$ cat src/rtl/mem_access_ctrl.sv
`timescale 1ns/1ps
// ---------------------------------------------------------------------------
// mem_access_ctrl
//
// Purpose: bridges a 32-bit MEM-stage load/store onto a 16-bit asynchronous
// SRAM. Each access runs as two half-word transfers (low half, then high half).
// Each half lasts WAIT_CYCLES+1 clocks. The pipeline is frozen until the
// single-cycle ready pulse.
//
// Parameters:
//   WAIT_CYCLES  extra SRAM wait cycles per half-access (0..7)
//   BASE_ADDR    byte address that maps to SRAM half-word 0
//
// Ports:
//   clk          sole clock, rising edge
//   rst          asynchronous reset, active low
//   mem_r_en     load request
//   mem_w_en     store request (wins when both enables are high)
//   alu_result   byte address of the access
//   st_val       store data
//   freeze       pipeline stall, combinational
//   ready        one-cycle pulse when the access completes
//   rd_data      load result, held until the next load
//   err          one-cycle pulse with ready for an out-of-range access
//   sram_addr    SRAM half-word address
//   sram_wdata   SRAM write data
//   sram_rdata   SRAM read data
//   sram_we_n    SRAM write strobe, active low
//   sram_oe_n    SRAM output enable, active low
//
// Optional feature: define MEM_ACCESS_CTRL_BOUNDS_CHECK_EN to enable the
// range check. Addresses outside [BASE_ADDR, BASE_ADDR+2^19-1] then finish
// immediately with err and no SRAM activity. Without the macro, the word
// index simply wraps and err is always 0.
// ---------------------------------------------------------------------------
module mem_access_ctrl #(
    parameter int          WAIT_CYCLES = 1,
    parameter logic [31:0] BASE_ADDR   = 32'd1024
) (
    input  logic        clk,
    input  logic        rst,
    input  logic        mem_r_en,
    input  logic        mem_w_en,
    input  logic [31:0] alu_result,
    input  logic [31:0] st_val,
    output logic        freeze,
    output logic        ready,
    output logic [31:0] rd_data,
    output logic        err,
    output logic [17:0] sram_addr,
    output logic [15:0] sram_wdata,
    input  logic [15:0] sram_rdata,
    output logic        sram_we_n,
    output logic        sram_oe_n
);

    typedef enum logic [1:0] {
        S_IDLE,
        S_LO,
        S_HI,
        S_DONE
    } state_t;

    localparam logic [2:0] WAIT_LAST = 3'(WAIT_CYCLES);

    state_t      state_q, state_d;
    logic [2:0]  cnt_q, cnt_d;
    logic [16:0] idx_q, idx_d;
    logic        wr_q, wr_d;
    logic [31:0] st_val_q, st_val_d;
    logic [31:0] rd_data_q, rd_data_d;
    logic        ready_q, ready_d;
    logic        err_q, err_d;
    logic [17:0] sram_addr_q, sram_addr_d;
    logic [15:0] sram_wdata_q, sram_wdata_d;
    logic        sram_we_n_q, sram_we_n_d;
    logic        sram_oe_n_q, sram_oe_n_d;
    logic        in_xfer;
`ifdef MEM_ACCESS_CTRL_BOUNDS_CHECK_EN
    logic        oor_q, oor_d;
`endif

    // Next-state logic. The request, address, direction and store data are
    // latched only when leaving IDLE, so the access in flight ignores later
    // input changes. The SRAM outputs are computed from the *next* state,
    // so they come straight from flops and line up with the state register.
    always_comb begin
        state_d   = state_q;
        cnt_d     = cnt_q;
        idx_d     = idx_q;
        wr_d      = wr_q;
        st_val_d  = st_val_q;
        rd_data_d = rd_data_q;
`ifdef MEM_ACCESS_CTRL_BOUNDS_CHECK_EN
        oor_d     = oor_q;
`endif

        case (state_q)
            S_IDLE: begin
                if (mem_r_en || mem_w_en) begin
                    idx_d    = 17'((alu_result - BASE_ADDR) >> 2);
                    wr_d     = mem_w_en;
                    st_val_d = st_val;
                    cnt_d    = 3'd0;
`ifdef MEM_ACCESS_CTRL_BOUNDS_CHECK_EN
                    oor_d    = (alu_result < BASE_ADDR) ||
                               ((alu_result - BASE_ADDR) >= 32'h0008_0000);
                    state_d  = oor_d ? S_DONE : S_LO;
`else
                    state_d  = S_LO;
`endif
                end
            end
            S_LO: begin
                if (cnt_q == WAIT_LAST) begin
                    cnt_d   = 3'd0;
                    state_d = S_HI;
                    if (!wr_q) begin
                        rd_data_d[15:0] = sram_rdata;
                    end
                end else begin
                    cnt_d = cnt_q + 3'd1;
                end
            end
            S_HI: begin
                if (cnt_q == WAIT_LAST) begin
                    cnt_d   = 3'd0;
                    state_d = S_DONE;
                    if (!wr_q) begin
                        rd_data_d[31:16] = sram_rdata;
                    end
                end else begin
                    cnt_d = cnt_q + 3'd1;
                end
            end
            default: begin
                state_d = S_IDLE;
            end
        endcase

        in_xfer      = (state_d == S_LO) || (state_d == S_HI);
        sram_addr_d  = in_xfer ? {idx_d, (state_d == S_HI)} : 18'd0;
        sram_wdata_d = 16'd0;
        if (in_xfer && wr_d) begin
            sram_wdata_d = (state_d == S_HI) ? st_val_d[31:16] : st_val_d[15:0];
        end
        // Only one strobe can be active at a time, because direction is a single bit.
        sram_we_n_d  = ~(in_xfer & wr_d);
        sram_oe_n_d  = ~(in_xfer & ~wr_d);
        ready_d      = (state_d == S_DONE);
`ifdef MEM_ACCESS_CTRL_BOUNDS_CHECK_EN
        err_d        = ready_d & oor_d;
`else
        err_d        = 1'b0;
`endif
    end

    // State and registered outputs. Reset abandons any access in flight.
    always_ff @(posedge clk or negedge rst) begin
        if (!rst) begin
            state_q      <= S_IDLE;
            cnt_q        <= 3'd0;
            idx_q        <= 17'd0;
            wr_q         <= 1'b0;
            st_val_q     <= 32'd0;
            rd_data_q    <= 32'd0;
            ready_q      <= 1'b0;
            err_q        <= 1'b0;
            sram_addr_q  <= 18'd0;
            sram_wdata_q <= 16'd0;
            sram_we_n_q  <= 1'b1;
            sram_oe_n_q  <= 1'b1;
`ifdef MEM_ACCESS_CTRL_BOUNDS_CHECK_EN
            oor_q        <= 1'b0;
`endif
        end else begin
            state_q      <= state_d;
            cnt_q        <= cnt_d;
            idx_q        <= idx_d;
            wr_q         <= wr_d;
            st_val_q     <= st_val_d;
            rd_data_q    <= rd_data_d;
            ready_q      <= ready_d;
            err_q        <= err_d;
            sram_addr_q  <= sram_addr_d;
            sram_wdata_q <= sram_wdata_d;
            sram_we_n_q  <= sram_we_n_d;
            sram_oe_n_q  <= sram_oe_n_d;
`ifdef MEM_ACCESS_CTRL_BOUNDS_CHECK_EN
            oor_q        <= oor_d;
`endif
        end
    end

    assign freeze     = (mem_r_en | mem_w_en) & ~ready_q;
    assign ready      = ready_q;
    assign err        = err_q;
    assign rd_data    = rd_data_q;
    assign sram_addr  = sram_addr_q;
    assign sram_wdata = sram_wdata_q;
    assign sram_we_n  = sram_we_n_q;
    assign sram_oe_n  = sram_oe_n_q;

endmodule

$ cat config.mk
export PLATFORM = sky130hd
export DESIGN_NAME = mem_access_ctrl
export DESIGN_NICKNAME = d
export VERILOG_FILES = /design/src/rtl/mem_access_ctrl.sv
export SDC_FILE = /design/constraint.sdc
export NUM_CORES = 1
export LEC_CHECK = 0
export BUFFER_PORTS_ARGS = -buffer_cell sky130_fd_sc_hd__buf_2
export CORE_MARGIN = 2
export CORE_UTILIZATION = 45
export DETAILED_ROUTE_END_ITERATION = 8
export PLACE_DENSITY = 0.71
export SLEW_MARGIN = 10
export SYNTH_ARGS = -nofsm -noshare
export SYNTH_HDL_FRONTEND = slang
export SYNTH_SLANG_ARGS = --single-unit
$ cat constraint.sdc
create_clock -name clk -period 5.3 [get_ports clk]
set_clock_uncertainty 0.2 [all_clocks]
set_input_delay 0.795 -clock clk [delete_from_list [all_inputs] [get_ports clk]]
set_output_delay 0.795 -clock clk [all_outputs]
set_load 0.05 [all_outputs]
# Yosys cells after proc, flatten, opt, wreduce, memory -nomap -nowiden
# Cells that the tools add are included.
[word_totals]
latchBits = 0
ram_bits = 0
memories = 0
mem_bits_ro = 0
in_bits = 84
out_inout_bits = 71
wordCells = 55
ff_bits = 124
[op_classes]
n_reduce_logical = 9
bitwise_logic = 9
add_sub_neg = 2
div = 0
magnitude_cmp = 0
shift = 0
multipliers = 0
muxes = 16
n_eq_ne = 7
[op_table]
columns = ["op", "count"]
rows = [
  ["$mux 32", 2],
  ["$mux 17", 2],
  ["$mux 16", 2],
  ["$sub 19x11->19 const B", 1],
  ["$mux 18", 1],
  ["$eq 2x2->1 const B", 3],
  ["$mux 2", 3],
  ["$mux 3", 2],
  ["$pmux 2 s3", 1],
  ["$pmux 3 s2", 1],
  ["$reduce_and 3->1", 2],
  ["$not 1->1", 5],
  ["$eq 2x1->1 const B", 2],
  ["$add 3x1->3 const B", 1],
  ["$and 1x1->1", 3],
  ["$eq 3x1->1 const B", 1],
  ["$logic_not 2->1", 1],
  ["$logic_or 1x1->1", 2],
  ["$mux 1", 2],
  ["$ne 2x2->1 const B", 1],
  ["$reduce_and 2->1", 1],
  ["$reduce_bool 2->1", 1],
  ["$reduce_or 2->1", 1],
  ["$logic_and 1x1->1", 1],
  ["$or 1x1->1", 1],
]

# Longest topological paths before layout
# Gate-level depths: netlist of the first run.
[logic_depth]
word_depth = 7
depth_mapped = 11

# Worst setup path after synthesis of the first run
# OpenSTA, ideal clock, no wires.
[synth_path]
path_type = "input port to flip-flop"
from = "input port mem_w_en"
to = "register sram_wdata_q[5] (netlist: sram_wdata[5])"
t_required_ns = 4.963
cell_stages = 8
t_arrival_ns = 2.624
slack_ns = 2.339
path_cell_list = "nor2_1 -> a21o_1 -> a31o_2 -> ha_1 -> clkbuf_1 -> buf_1 -> mux4_2 -> nor2b_1"
[synth_via]
elab_chain_cells = 7
elab_cells_between_ends = 13
cone_classes = "2 x eq/ne; 8 x mux; 3 x reduce/logical"
[synth_lines]
columns = ["element", "line_no", "rtl"]
rows = [
  ["start, declared", "43", "input logic mem_w_en,"],
  ["$logic_or 1x1->1", "100", "if (mem_r_en || mem_w_en) begin"],
  ["$mux 2", "100", ""],
  ["$pmux 2 s3", "98", "case (state_q)"],
  ["$eq 2x1->1 / $eq 2x2->1 (equally long branches)", "141, 145", ""],
  ["$logic_or 1x1->1", "141", "in_xfer = (state_d == S_LO) || (state_d == S_HI);"],
  ["$logic_and 1x1->1", "144", "if (in_xfer && wr_d) begin"],
  ["$mux 16 (*)", "144", ""],
  ["named net sram_wdata_d[5]", "75", "logic [15:0] sram_wdata_q, sram_wdata_d;"],
  ["end signal, assigned", "186", "sram_wdata_q <= sram_wdata_d;"],
  ["end, declared", "75", ""],
]
# The timed path passes the listed nets; every way through them passes the cells marked *.
# A chain may end at the register's enable or synchronous reset.

# Final worst setup path of the first run
[layout_path]
from = "register state_q[0]"
to = "register sram_wdata_q[8] (netlist: sram_wdata[8])"
[layout_via]
elab_chain_cells = 6
elab_cells_between_ends = 15
cone_classes = "4 x eq/ne; 8 x mux; 3 x reduce/logical"
[layout_lines]
columns = ["element", "line_no", "rtl"]
rows = [
  ["start, declared", "66", "state_t state_q, state_d;"],
  ["start signal, assigned", "177", "state_q <= state_d;"],
  ["$eq 2x2->1, or another cell as far along", "98", ""],
  ["$pmux 2 s3 (*)", "98", ""],
  ["named net state_d[1]", "66", ""],
  ["$eq 2x1->1 / $eq 2x2->1 (equally long branches)", "141, 145", ""],
  ["$logic_or 1x1->1", "141", ""],
  ["$logic_and 1x1->1", "144", ""],
  ["$mux 16 (*)", "144", ""],
  ["named net sram_wdata_d[8]", "75", ""],
]
# Marks and branches as above.

==> impl_results.md, run 1 <==
- Ratio of final minimum period to clock period: 66.6%
- Num rows: 39
- Most Frequent Cell on Critical Path: ha_1
- Number of setup buffers added after CTS: 0
- Area share of the largest cell type after synthesis: 58.7%
- Initial antenna violation count: 1
- Count of hold-fix buffers inserted at cts: 0
- Post-synth design cell area: 0.00520 sq mm
- Cell-by-cell listing of the critical path: inv_1 > ha_1 > nor4bb_1 > o22ai_1 > a21oi_1 > ha_1 > mux4_2 > nor2b_1
- Max_slew headroom: 35.3%
- Largest family of logic cells by synthesized area: multiplexers
- Final worst path period need: 3530 ps
- Via count of the first global-routing pass: 3,691
- Layout Area Growth over Synthesis: 27.3%
- Vias per Instance: 5.07
- Worst path buffer plus inverter count: 1
- Cell at the slowest stage of the critical path: ha_1
- Critical path's top delay family: adder cells
- Iteration-0 DRC Markers: 193
- Area leader, netlist: dfrtp_1
- Setup Crit Path Kind: flip-flop to flip-flop
- First-pass GRT wire length: 18,300 microns
- Num CTS Buffers: 17
- Total core area: 0.0114 sq mm
- Type of element launching the critical path: flip-flop
- Post-synthesis net count: 514
- Max cap viols: 0
- Number of placed I/O pins: 155
- Total Power Consumption: 5.11 mW
- Worst IR Drop VDD: 0.481 mV
- Global router's overall resource usage: 18.7%
- Actual slew at the worst max-slew pin: 970 ps
- Clock tree root driver cell: clkbuf_16
- Largest driver fanout on the critical path: 17
- Sum of negative setup slack: 0 ps
- Die ar.: 0.0124 sq mm
- Clk slew on worst S/H paths: 50 ps
- Portion of netlist area occupied by mux cells: 15.8%
- Clock network latency to the later pin of the worst-skew pair: 410 ps
- Setup crit end kind: flip-flop
- Number of flops mapped to enable cells by yosys: 0
- Count of unique library cells instantiated by Yosys: 44
- Count of inserted antenna diode cells: 0
- DRT Wirelength: 10,800 microns
- Routed wirelength normalized by instance count: 15.1 microns
- Top area cells in the synthesized netlist: dfrtp_1 (59%), mux2_2 (8.7%), nand2_1 (7.3%), mux4_2 (6.9%), ha_1 (1.9%)
- Sequential share of the synthesized area: 59.7%
- Overall die width: 112 microns
- Power density over cell area: 772 mW/mm^2
- Cell leakage power: 3.27 nW
- CTS H-Tree Depth: 4
- Fraction of layout instances using a drive strength above 1: 41.3%
- CP arrival: 3570 ps
- Post-synthesis compound-gate area fraction: 4.04%
- HPWL reported at the end of detailed placement: 7330 microns
- Data required time at the worst endpoint: 5340 ps
- Post-synthesis share of cell area spent on full adders, half adders and majority gates: 1.92%
- Final net count: 655
- Proportion of synthesized flip-flops having asynchronous set or reset: 100%
- Worst hold-check slack: 270 ps
- Via total after detailed routing: 3,648
- Share of the synthesized netlist area taken by xor and xnor gates: 0.505%
- Run status: finished clean
- Total grt overflow: 0
- #FFs+latches synth: 124
- Remaining DRCs: 0
- Pins over their slew limit: 0
- Largest net degree at the start of global routing: 67
- Most instantiated library cell after synthesis: dfrtp_1
- Final hold violation count: 0
- Max Buffers Root-to-Sink: 2
- RSZ-0062 raised after global routing: no
- Final Setup Violations: 0
- Leading register cell type out of synthesis: dfrtp_1
- Average cell area after synthesis: 12.3 sq um
- Simple-gate share of the synthesized area: 15.2%
- Resize count post-CTS: 0
- Post-route antenna net violation count: 0
- Port Buffers: 138
- Max incr delay on CP: 850 ps
- Hold crit path type: primary input to async pin
- Initial Util: 45.8%
- Clock Sink Count: 124
- Final weighted congestion in routability-driven placement: 0.822
- Synth Instances: 422
- Warnings, synthesis: 0
- Height of the die: 112 microns
- Top cell types by occurrence after synthesis: dfrtp_1 (122), nand2_1 (101), mux2_2 (40)
- Drt pass-1 iters: 4
- Clock tree from TritonCTS: done
- Highest clock rate: 0.283 GHz
## final timing paths
path | start | end | slack [ps] | depth (start not counted)
min in group clk | st_val_q[28]$_DFF_PN0_ | st_val_q[28]$_DFF_PN0_ | 270 | 2
min reg2reg | st_val_q[28]$_DFF_PN0_ | st_val_q[28]$_DFF_PN0_ | 270 | 2
min | rst | rd_data[2]$_DFFE_PN0P_ | 270 | 1
max | state_q[0]$_DFF_PN0_ | sram_wdata[8]$_DFF_PN0_ | 1770 | 8
max reg2reg | state_q[0]$_DFF_PN0_ | sram_wdata[8]$_DFF_PN0_ | 1770 | 8
max in group asynchronous | rst | sram_wdata[4]$_DFF_PN0_ | 3590 | 2
## layer usage
| metal | global-route usage [%] | up-vias | routed length [microns] |
|---|---|---|---|
| li1 | - | 1724 | - |
| met1 | 23.4 | 1798 | 4560 |
| met2 | 30.7 | 111 | 5450 |
| met3 | 6.10 | 13 | 687 |
| met4 | 6.91 | 2 | 119 |
| met5 | 0 | - | 11 |
## cells in the final DEF (no fill, tap or decap), types with 2 or more instances in the layout
| cell type | count |
|---|---|
| nor2b_1 | 16 |
| clkinv_4 | 2 |
| dfrtp_1 | 122 |
| nand2_2 | 2 |
| ha_1 | 8 |
| clkinvlp_4 | 3 |
| inv_1 | 11 |
| xnor2_1 | 3 |
| and2_1 | 9 |
| clkbuf_1 | 2 |
| nor2_1 | 12 |
| and4_1 | 4 |
| buf_4 | 5 |
| mux2_2 | 40 |
| nand3b_1 | 2 |
| clkinv_2 | 3 |
| nor4_1 | 5 |
| nor3b_1 | 2 |
| dfstp_2 | 2 |
| clkbuf_16 | 17 |
| o21ai_0 | 2 |
| a21oi_1 | 8 |
| buf_2 | 137 |
| a211oi_1 | 8 |
| a221o_1 | 2 |
| nand2_1 | 101 |
| mux4_2 | 16 |
| nor3_1 | 7 |
| a22o_1 | 2 |
| bufinv_16 | 3 |
| o21ai_2 | 2 |
| clkbuf_8 | 2 |
## power by group
part	leakage, nW	internal (mW)	switching [mW]
clock	0.289	0.763	0.411
combinational	1.46	0.816	1.55
sequential	1.52	1.39	0.179
## kinds of logic (layout without fill, tap and decap cells)
| family | count (synthesis) | count (layout) |
|---|---|---|
| flip-flops | 124 | 124 |
| multiplexers | 57 | 57 |
| AND/OR/NAND/NOR | 167 | 167 |
| XOR/XNOR | 3 | 3 |
| adder cells (fa/ha/maj) | 8 | 8 |
| other | 1 | 1 |
| AO/OA/AOI/OAI | 31 | 31 |
| buffers and inverters | 31 | 185 |
## layout make-up
type | instances | area [sq um]
clock inverter | 11 | 145
sequential | 124 | 3110
clock buffer | 21 | 460
fill | 960 | 4750
multi-input combinational | 267 | 1970
timing repair buffer | 142 | 723
tap | 143 | 179
inverter | 11 | 41.3
## per-stage QoR
stage | instance area [sq um] | setup slack (ps) | utilization (%) | std cells
finish | 6620 | 1770 | 58.3 | 719
global route | 6620 | 1460 | 58.3 | 719
CTS | 6620 | 1790 | 58.3 | 719
detailed placement | 6020 | 1830 | 52.9 | 687
global placement | 6020 | 1940 | 52.9 | 687
floorplan | 5200 | 2340 | - | 422
## sequential cells by signal (all words and copies together), names as in the netlist
signal and cells:
rd_data 32, st_val_q 32, sram_addr 18, idx_q 17, sram_wdata 16, cnt_q 3
state_q 2, ready 1, sram_oe_n 1, sram_we_n 1, wr_q 1
Power figures use the tool's default switching activity.
==> inputs of run 2 (changes only) <==
--- a/config.mk
+++ b/config.mk
@@ -5,11 +5,12 @@
 export SDC_FILE = /design/constraint.sdc
 export NUM_CORES = 1
 export LEC_CHECK = 0
+export ABC_AREA = 1
 export BUFFER_PORTS_ARGS = -buffer_cell sky130_fd_sc_hd__buf_2
 export CORE_MARGIN = 2
 export CORE_UTILIZATION = 45
 export DETAILED_ROUTE_END_ITERATION = 8
-export PLACE_DENSITY = 0.71
+export PLACE_DENSITY = 0.72
 export SLEW_MARGIN = 10
 export SYNTH_ARGS = -nofsm -noshare
 export SYNTH_HDL_FRONTEND = slang
==> constraint.sdc (replaced) <==
create_clock -name clk -period 3.3 [get_ports clk]
set_clock_uncertainty 0.2 [all_clocks]
set_input_delay 0.495 -clock clk [delete_from_list [all_inputs] [get_ports clk]]
set_output_delay 0.495 -clock clk [all_outputs]
set_load 0.05 [all_outputs]
==> impl_results.md, run 2 <==
- Final worst path period need: 2900 ps
- Ratio of final minimum period to clock period: 88.0%
- Fraction of power consumed by sequential logic: 30.3%
- Die ar.: 0.0120 sq mm
- Final Setup Violations: 0
- Average cell area after synthesis: 9.36 sq um
- Critical path's top delay family: buffers and inverters
- Proportion of total power due to net switching: 45.4%
- Clock tree from TritonCTS: done
- Layout Area Growth over Synthesis: 36.5%
- Setup slack on the worst flop-to-flop path: 400 ps
- Synth Instances: 536
- Power density over cell area: 1180 mW/mm^2
- Overall die width: 110 microns
- Clock tree root driver cell: clkbuf_8
- CP arrival: 3130 ps
- Final hold violation count: 0
- Number of placed I/O pins: 155
- Count of unique library cells instantiated by Yosys: 30
- Leading register cell type out of synthesis: dfrtp_1
- Vias per Instance: 4.81
- Drt pass-1 iters: 4
- Startpoint of the tightest hold check path: st_val[23]
- Iteration-0 DRC Markers: 259
- Area of placed instances: 0.00580 sq mm
- Max Buffers Root-to-Sink: 2
- Global router's overall resource usage: 21.5%
- Cell at the slowest stage of the critical path: buf_4
- Height of the die: 110 microns
- Worst reg2reg path endpoint: sram_wdata[15]$_DFF_PN0_
- Highest clock rate: 0.344 GHz
- Worst IR Drop VDD: 0.795 mV
- Top area cells in the synthesized netlist: dfrtp_1 (61%), nand2_1 (14%), o21ai_0 (4.2%), inv_1 (4.0%), nor2_1 (2.3%)
- #FFs+latches synth: 124
- Area leader, netlist: dfrtp_1
- Via count of the first global-routing pass: 4,208
- Most used cells in the layout excluding fill and tap cells: nand2_1 (183), buf_2 (137), dfrtp_1 (122)
- Total grt overflow: 0
- Depth of the worst register-to-register path: 8
- Startpoint of the most critical setup path: state_q[1]$_DFF_PN0_
- Largest net degree at the start of global routing: 48
- Initial antenna violation count: 0
- Proportion of synthesized flip-flops having asynchronous set or reset: 100%
- Power share of the clock group: 25.0%
- Pint: 4.41 mW
- GR Layer Usage met2: 36.2%
- Largest driver fanout on the critical path: 45
- Setup Crit Path Kind: flip-flop to flip-flop
- Utilization after layout: 63.1%
- Post-route antenna net violation count: 0
- Remaining DRCs: 0
- Global routing usage on met1: 26.6%
- Relative contribution of combinational cells to total power: 44.7%
- Initial Util: 46.3%
- Number of flops mapped to enable cells by yosys: 0
- First-pass GRT wire length: 19,700 microns
- Max incr delay on CP: 480 ps
- Port Buffers: 138
- Area share of the largest cell type after synthesis: 60.9%
- Clk slew on worst S/H paths: 60 ps
- Actual slew at the worst max-slew pin: 659 ps
- Max_slew headroom: 55.6%
- Warnings, synthesis: 0
- Worst reg2reg startpoint: state_q[1]$_DFF_PN0_
- Final weighted congestion in routability-driven placement: 0.790
- Resize count post-CTS: 0
- Hold endpoint: st_val_q[23]$_DFF_PN0_
- Cell-by-cell listing of the critical path: inv_1 > ha_1 > o21ai_4 > buf_4 > inv_2 > o21ai_2 > nand2_2 > a21oi_1
- Post-synthesis net count: 628
- Clock network latency to the later pin of the worst-skew pair: 520 ps
- Final net count: 808
- Max cap viols: 0
- Cell leakage power: 3.67 nW
- Setup crit end kind: flip-flop
- Hold crit path type: primary input to flip-flop
- Run status: finished clean
- Peak-usage layer in the global routing report: met2
- Post-synth design cell area: 0.00501 sq mm
- Pins over their slew limit: 0
- Routed wirelength normalized by instance count: 14.0 microns
- RSZ-0062 raised after global routing: no
- Sum of negative setup slack: 0 ps
- Worst path buffer plus inverter count: 3
- Sequential share of the synthesized area: 61.9%
- Type of element launching the critical path: flip-flop
- Hold Path Cell Cnt: 3
- Clock Sink Count: 124
- Met3 track demand over resource: 5.75%
- Most instantiated library cell after synthesis: nand2_1
- Fraction of layout instances using a drive strength above 1: 27.3%
- Num rows: 38
- Data required time at the worst endpoint: 3530 ps
- CTS H-Tree Depth: 4
- Num CTS Buffers: 17
- Most common cell after layout, fill and taps aside: nand2_1
- Total Power Consumption: 8.07 mW
- Final design instance area without fill: 0.00684 sq mm
- HPWL reported at the end of detailed placement: 7690 microns
- Via total after detailed routing: 4,177
- Total core area: 0.0108 sq mm
- Switching power summed over all nets: 3.67 mW
- Top cell types by occurrence after synthesis: nand2_1 (183), dfrtp_1 (122), inv_1 (53)
- Count of inserted antenna diode cells: 0
- DRT Wirelength: 12,200 microns
## run 2: cell count changes after synthesis, moves of 16 or more
| cell | previous run | this run |
|---|---|---|
| inv_1 | 11 | 53 |
| nor2b_1 | 16 | 0 |
| mux2_2 | 40 | 0 |
| mux4_2 | 16 | 0 |
| nand2_1 | 101 | 183 |
| nor2_1 | 12 | 31 |
| o21ai_0 | 2 | 42 |
## run 2: timing repair
item	4_1_cts	5_1_grt
hold buffers	39	0
setup endpoints to repair	0	0
hold endpoints to repair	81	0
buffers inserted	0	0
## run 2: worst max path at each step
stage,endpoint,slack (ps),depth (start not counted)
after CTS,sram_wdata[15]$_DFF_PN0_,410,8
after global placement,sram_wdata[4]$_DFF_PN0_,500,8
after floorplan,sram_wdata[10]$_DFF_PN0_,820,12
after detailed placement,sram_wdata[0]$_DFF_PN0_,420,8
after global routing,sram_wdata[15]$_DFF_PN0_,160,8
final,sram_wdata[15]$_DFF_PN0_,400,8
## run 2: per-stage QoR
| step | hold WS (ps) | setup WS (ps) | cells |
|---|---|---|---|
| final | 27.7 | 395 | 869 |
| after detailed placement | 262 | 418 | 798 |
| after floorplan | -0.591 | 817 | 536 |
| after CTS | 4.65 | 407 | 869 |
| after global placement | 258 | 498 | 798 |
| after global routing | 26.7 | 157 | 869 |
## run 2: cells by family after synthesis
| family | count (synthesis) | share of synthesized area (%) |
|---|---|---|
| other | 1 | 0.0748 |
| AOI/OAI and AO/OA | 76 | 8.98 |
| and+or+nand+nor | 248 | 19.9 |
| xor gates and xnor gates | 1 | 0.175 |
| DFF | 124 | 61.9 |
| buffers and inverters | 78 | 6.99 |
| adders and majority gates | 8 | 2.00 |
## run 2: worst min-delay path: cells and delay by family
kind | cells | cell delay [ps]
buffers and inverters | 1 | 90
AND/OR/NAND/NOR | 2 | 110
## run 2: area by class of cell
cell class                      count  area [sq um]
Tap cell                          140           175
Sequential cell                   124          3110
Inverter                           55           206
Clock buffer                       17           414
Multi-Input combinational cell    334          1560
Clock inverter                     15           235
Fill cell                         909          4000
Timing Repair Buffer              184          1150
## run 2: power by group through the flow
stage                     Sequential [mW]  Combinational, mW  Clock [mW]
after floorplan                      3.60               1.58           0
after global placement               2.43               3.48           0
after detailed placement             2.46               3.57           0
after CTS                            2.45               3.63        2.06
after global routing                 2.51               3.95        2.14
final                                2.45               3.61        2.02
## run 2: layer usage
layer | vias up | wire [microns]
li1 | 2009 | -
met1 | 2026 | 5270
met2 | 131 | 6100
met3 | 11 | 654
met4 | 0 | 158
met5 | - | 0
